`src/rtl/seq_encoder16_pkg.sv`:
```
// +-----------------------------------------------------------------+
// | seq_encoder_pkg : shared types and sizes for seq_encoder16       |
// | rev 1.0                                                          |
// +-----------------------------------------------------------------+
`default_nettype none

package seq_encoder_pkg;
  localparam int N  = 16;
  localparam int CW = 4;

  typedef enum logic [1:0] {
    IDLE = 2'd0,
    EMIT = 2'd1,
    DONE = 2'd2
  } state_e;
endpackage

`default_nettype wire

```
`src/rtl/seq_encoder16_if.sv`:
```
// +-----------------------------------------------------------------+
// | seq_encoder16_if : request/code handshake bundle                 |
// | rev 1.0                                                          |
// +-----------------------------------------------------------------+
`default_nettype none

interface seq_encoder16_if;
  import seq_encoder_pkg::*;

  logic          en;
  logic          load;
  logic [0:N-1]  w;
  logic          ready;
  logic [CW-1:0] y;
  logic          valid;
  logic          busy;
  logic          done;
  logic [CW:0]   count;

  modport master (
    output en, load, w, ready,
    input  y, valid, busy, done, count
  );

  modport slave (
    input  en, load, w, ready,
    output y, valid, busy, done, count
  );
endinterface

`default_nettype wire

```
`src/rtl/seq_encoder16_prienc16.sv`:
```
// +-----------------------------------------------------------------+
// | prienc16 : combinational 16-line priority encoder, lowest wins   |
// | rev 1.0                                                          |
// +-----------------------------------------------------------------+
`default_nettype none

module prienc16
  import seq_encoder_pkg::*;
(
  input  logic [0:N-1]  req,
  output logic [CW-1:0] code,
  output logic          any
);

  // Scan from the top down so the last hit written is the lowest index.
  always_comb begin
    code = '0;
    any  = 1'b0;
    for (int i = N - 1; i >= 0; i--) begin
      if (req[i]) begin
        code = CW'(i);
        any  = 1'b1;
      end
    end
  end

endmodule

`default_nettype wire

```
`src/rtl/seq_encoder16.sv`:
```
// +-----------------------------------------------------------------+
// | seq_encoder16 : sequential 16-to-4 encoder with valid/ready out  |
// | rev 1.0                                                          |
// +-----------------------------------------------------------------+
`default_nettype none

module seq_encoder16
  import seq_encoder_pkg::*;
(
  input  logic                clk,
  input  logic                rst_n,
  seq_encoder16_if.slave      bus
);

  localparam logic [1:0] ST_IDLE = IDLE;
  localparam logic [1:0] ST_EMIT = EMIT;
  localparam logic [1:0] ST_DONE = DONE;

  logic [1:0]    state;
  logic [0:N-1]  pending;
  logic [CW:0]   count;

  logic [CW-1:0] code;
  logic          any;
  logic [0:N-1]  pending_cleared;
  logic          xfer;

  prienc16 u_prienc (
    .req  (pending),
    .code (code),
    .any  (any)
  );

  always_comb begin
    pending_cleared       = pending;
    pending_cleared[code] = 1'b0;
  end

  assign bus.y     = code;
  assign bus.valid = bus.en && (state == ST_EMIT);
  assign bus.busy  = (state != ST_IDLE);
  assign bus.done  = bus.en && (state == ST_DONE);
  assign bus.count = count;

  assign xfer = bus.valid && bus.ready;

  always_ff @(posedge clk or negedge rst_n) begin
    if (!rst_n) begin
      state   <= ST_IDLE;
      pending <= '0;
      count   <= '0;
    end else if (bus.en) begin
      case (state)
        ST_IDLE: begin
          if (bus.load) begin
            pending <= bus.w;
            count   <= '0;
            state   <= (|bus.w) ? ST_EMIT : ST_DONE;
          end
        end
        ST_EMIT: begin
          if (xfer) begin
            pending <= pending_cleared;
            count   <= count + 1'b1;
            // Only the bit being transferred was left: this is the last code.
            if (pending_cleared == '0 || !any) begin
              state <= ST_DONE;
            end
          end
        end
        ST_DONE: begin
          state <= ST_IDLE;
        end
        default: begin
          state <= ST_IDLE;
        end
      endcase
    end
  end

endmodule

`default_nettype wire

```
`src/flat_wrapper.sv`:
```
// flat-port wrapper written by rule: the top's interface ports become plain ports
module seq_encoder16_flat import seq_encoder_pkg::*;
  (clk, rst_n, bus_en, bus_load, bus_w, bus_ready, bus_y, bus_valid, bus_busy, bus_done, bus_count);
  seq_encoder16_if bus_i ();
  input  logic clk;
  input  logic rst_n;
  input wire logic [$bits(bus_i.en)-1:0] bus_en;
  input wire logic [$bits(bus_i.load)-1:0] bus_load;
  input wire logic [$bits(bus_i.w)-1:0] bus_w;
  input wire logic [$bits(bus_i.ready)-1:0] bus_ready;
  output wire logic [$bits(bus_i.y)-1:0] bus_y;
  output wire logic [$bits(bus_i.valid)-1:0] bus_valid;
  output wire logic [$bits(bus_i.busy)-1:0] bus_busy;
  output wire logic [$bits(bus_i.done)-1:0] bus_done;
  output wire logic [$bits(bus_i.count)-1:0] bus_count;
  assign bus_i.en = bus_en;
  assign bus_i.load = bus_load;
  assign bus_i.w = bus_w;
  assign bus_i.ready = bus_ready;
  assign bus_y = bus_i.y;
  assign bus_valid = bus_i.valid;
  assign bus_busy = bus_i.busy;
  assign bus_done = bus_i.done;
  assign bus_count = bus_i.count;
  seq_encoder16 u_core (.clk(clk), .rst_n(rst_n), .bus(bus_i));
endmodule
```
`config.mk`:
```
export PLATFORM = sky130hd
export DESIGN_NAME = seq_encoder16_flat
export DESIGN_NICKNAME = d
export VERILOG_FILES = /design/src/rtl/seq_encoder16_pkg.sv /design/src/rtl/seq_encoder16_if.sv /design/src/rtl/seq_encoder16_prienc16.sv /design/src/rtl/seq_encoder16.sv /design/src/flat_wrapper.sv
export SDC_FILE = /design/constraint.sdc
export NUM_CORES = 1
export LEC_CHECK = 0
export CAP_MARGIN = 20
export CORE_UTILIZATION = 30
export CTS_CLUSTER_DIAMETER = 30
export DETAILED_ROUTE_END_ITERATION = 10
export SLEW_MARGIN = 40
export SYNTH_ARGS = -nofsm -noshare
export SYNTH_HDL_FRONTEND = slang
export SYNTH_SLANG_ARGS = --single-unit
export TNS_END_PERCENT = 1
```
`constraint.sdc`:
```
create_clock -name clk -period 3.95 [get_ports clk]
set_input_delay 0.395 -clock clk [delete_from_list [all_inputs] [get_ports clk]]
set_output_delay 0.395 -clock clk [all_outputs]
set_load 0.01 [all_outputs]
```
==> results by stage <==
Run status:
- The flow ran to the end, and the final reports show no timing, DRC or antenna violations.

Route:
- Using the TritonRoute via totals, the vias-per-cell ratio works out to 5.95.
- For this block, the routed nets add up to 5.49 mm of wire.
- The remaining antenna violation count is 0.
- The total number of vias is 1934.
- After detailed routing, the average wire length per cell comes to 16.9 um.
- The length of the first detailed-routing pass in iterations is 5.
- The number of remaining DRC errors is 0.
- The first-iteration detailed-routing DRC count is 241.

Setup path:
- In this run the critical register-to-register path is launched from u_core.pending[6].
- In this run the critical register-to-register path is captured at u_core.pending[5].
- The setup check on the worst reg-to-reg path leaves a slack of 1.43 ns.
- The arrival time of data at the critical path endpoint is 2.82 ns.
- The largest incremental delay on the critical path is 0.65 ns.
- STA classifies the critical path endpoint as an output port.
- The total buffers and inverters traversed by the critical path is 1.
- At the worst endpoint, the required time is 3.56 ns.
- The largest fanout of any net on the critical path is 8.
- The cell family with the largest share of critical-path delay is compound AO/OA/AOI/OAI gates.
- STA classifies the critical path startpoint as a flip-flop.
- Counting cells, the worst reg-to-reg path comes to 7.
- Among all stages on the critical path, the largest delay is contributed by sky130_fd_sc_hd__clkdlybuf4s50_1.
- The worst setup path is of the flip-flop to output port kind.
- Walking the worst path, the cells encountered are nor2b_1 -> nor4_1 -> o21ai_1 -> a31oi_1 -> clkdlybuf4s50_1.

Power and ir drop:
- The sum of internal, switching and leakage power is 1.25 mW.
- The share of total power dissipated in sequential elements is 0.309.
- Summed over all nets, the switching power comes to 577 uW.
- Of the total power, the share spent switching nets is 0.463.
- The clock group share of total power is 0.122.
- The analysis attributes to cell leakage a power of 0.827 nW.
- Of the total power, combinational logic draws 0.568.
- The internal power of the cells totals 670 uW.
- The worst voltage drop across the vdd grid is 0.187 mV.
- Dividing total power by cell area gives a power density of 580 mW/mm^2.

Min path:
- The tightest min-delay check is of the primary input to asynchronous set/reset pin type.

Logic synthesis:
- The fraction of synthesis flops using an asynchronous set or reset pin is 1.00.
- The number of nets in the synthesized netlist is 251.
- In this run the mean area of a mapped cell was 7.66 sq um.
- After synthesis the netlist holds a flip-flop and latch count of 23.
- The number of different library cells in the post-synthesis netlist is 53.
- The netlist area before placement is 0.00175 sq mm.
- For this run, the register share of the synthesized area comes to 0.328.
- The total number of yosys warnings is 0.
- The gate count after technology mapping is 229.
- Yosys mapped a number of flops with a built-in enable equal to 0.
- The primary flip-flop cell chosen by synthesis mapping is sky130_fd_sc_hd__dfrtp_1.

Global routing:
- Global routing finished with a remaining overflow of 0.
- The initial antenna violation count is 0.
- The met1 usage is 0.257.
- The wire length of the first global-routing pass is 8.76 mm.
- The global-route met3 utilization is 0.0267.
- In the global route stage, overall resource usage came out at 0.183.
- The via count of the first global-routing pass is 1695.
- The met2 demand-to-capacity share in global routing is 0.282.
- The layer flagged by global routing as most heavily used is met2.
- Entering global routing, the biggest net connects 28 pins.

Cells and area:
- For this run, the post-layout net count is 276.
- The library cell used most frequently in the layout, excluding fill and tap cells, is sky130_fd_sc_hd__clkdlybuf4s50_1.
- The finished layout cell area is 0.00215 sq mm.
- Leaving out fill and tap cells, the most frequent cells in the layout are 31 x sky130_fd_sc_hd__clkdlybuf4s50_1, 26 x sky130_fd_sc_hd__o21ai_0, 23 x sky130_fd_sc_hd__dfrtp_1.
- In the final layout, the share of cells above drive strength 1 is 0.0553.
- The number of cells in the finished layout apart from fillers is 325.
- Once layout is complete, the utilization of the core stands at 0.386.
- From synthesis to final layout, the design area changed by 22.7%.
- The number of antenna repair diodes is 0.

Clock network:
- The maximum buffer depth of the clock tree is 2.
- The TritonCTS buffer count is 3.
- The master cell of the clock root buffer is sky130_fd_sc_hd__clkbuf_8.
- The post-CTS setup repair buffer count is 0.
- The clock insertion delay at the later pin of the skew report is 0.27 ns.
- The sink count of the clock tree is 23.
- The post-CTS resize count is 0.
- In this run the number of H-tree levels came out at 1.
- Hold repair after CTS inserted 0 buffers.
- The CTS tree is yes.
- The clock edge transition at the registers on the reported setup and hold paths is 0.09 ns.

Placement:
- Once placement finished, the instance area stood at 0.00210 sq mm.
- The cell total after placement is 321.
- OpenSTA, run right after detailed placement, puts the worst setup slack at 1.12 ns.
- The routability-driven placement congestion ratio is 0.969.
- Input and output buffers added on the ports amount to 32.
- The HPWL after detailed placement is 4.20 mm.

Timing:
- The hold violation count in the final report is 0.
- The final max-slew violation count is 0.
- The post-route minimum period is 3.22 ns.
- Measured against its own limit, the worst slew margin works out to 0.609.
- The highest achievable clock rate is 311 MHz.
- Setup repair after global routing left no endpoint under its margin.
- Setup violations remaining at the end of the flow were counted as 0.
- The final worst-path setup slack is 0.731 ns.
- The final setup TNS is 0 ns.
- Final hold analysis gives a worst-case slack of 0.0896 ns.
- The ratio of final minimum period to clock period is 0.815.
- The slew at the pin closest to its max-slew limit is 0.581 ns.
- The final clock skew is 0.0120 ns.

Floorplanning:
- For this configuration, the core starts out at a cell density of 0.315.
- The site row count is 27.
- In this run the standard cell core region covers 0.00557 sq mm.
- From left edge to right edge, the die measures 78.5 um.
- The top-level port count is 33.
- The total die area is 0.00616 sq mm.
- The die is 78.5 um tall.

Job:
- The tool flagged a number of max-cap violations equal to 0.
## cell families after synthesis
family,Yosys count,share of synthesized area
compound gates,90,0.328
simple gates,89,0.265
buf+inv,24,0.0599
flops,23,0.328
fa+ha+maj,2,0.0128
mux,1,0.00642
## sequential cells by signal (all words and copies together), names as in the netlist
register	cells
u_core.pending	16
u_core.bus.count	5
u_core.state	2
## area by class of cell
type / instances / area, sq um
timing repair buffer: 33 / 323
tap: 72 / 90.1
clock buffer: 3 / 41.3
multi-input combinational: 182 / 1070
clock inverter: 1 / 7.51
inverter: 11 / 41.3
sequential: 23 / 576
fill: 579 / 3420
## cell usage after synthesis, types with 2 or more instances
library cell | instances | area, sq um
sky130_fd_sc_hd__nand3_1 | 6 | 30.0
sky130_fd_sc_hd__o21ai_0 | 26 | 130
sky130_fd_sc_hd__a21oi_1 | 21 | 105
sky130_fd_sc_hd__buf_6 | 2 | 22.5
sky130_fd_sc_hd__inv_1 | 11 | 41.3
sky130_fd_sc_hd__o21ai_1 | 6 | 30.0
sky130_fd_sc_hd__nor2_1 | 22 | 82.6
sky130_fd_sc_hd__nor3_1 | 6 | 30.0
sky130_fd_sc_hd__or2_2 | 2 | 12.5
sky130_fd_sc_hd__nand2b_1 | 2 | 12.5
sky130_fd_sc_hd__or3_1 | 3 | 18.8
sky130_fd_sc_hd__clkbuf_1 | 11 | 41.3
sky130_fd_sc_hd__o21bai_1 | 2 | 15.0
sky130_fd_sc_hd__a211oi_1 | 2 | 15.0
sky130_fd_sc_hd__and3_1 | 4 | 25.0
sky130_fd_sc_hd__o21a_1 | 3 | 22.5
sky130_fd_sc_hd__nand2_1 | 20 | 75.1
sky130_fd_sc_hd__a22o_1 | 4 | 35.0
sky130_fd_sc_hd__nor2b_1 | 6 | 37.5
sky130_fd_sc_hd__o22ai_1 | 3 | 18.8
sky130_fd_sc_hd__dfrtp_1 | 23 | 576
sky130_fd_sc_hd__a31oi_1 | 3 | 18.8
sky130_fd_sc_hd__nor4_1 | 7 | 43.8
sky130_fd_sc_hd__o2111ai_1 | 3 | 26.3
sky130_fd_sc_hd__o31ai_1 | 3 | 22.5
## worst max-delay path by stage
stage	start	endpoint	slack (ns)	cells after the start
2_1_floorplan	u_core.pending[3]	u_core.state[0]	1.77	8
3_3_place_gp	u_core.pending[6]	bus_y[0]	1.20	5
3_5_place_dp	u_core.pending[6]	bus_y[0]	1.12	5
4_1_cts	u_core.pending[6]	bus_y[0]	0.82	5
5_1_grt	u_core.pending[6]	bus_y[0]	0.58	5
6_report	u_core.pending[6]	bus_y[0]	0.73	5
## power groups by stage
stage                     logic, mW  clock network (mW)  registers (mW)
after floorplan               0.477                   0           0.351
after global placement        0.716                   0           0.387
after detailed placement      0.699                   0           0.384
after CTS                     0.702               0.158           0.380
after global routing          0.771               0.168           0.392
final                         0.709               0.153           0.386
## metal layers
layer,up-vias,part of all wire
met1,900,0.47
li1,911,-
met3,18,0.056
met2,105,0.45
met4,0,0.024
met5,-,0
Power figures use the tool's default switching activity.
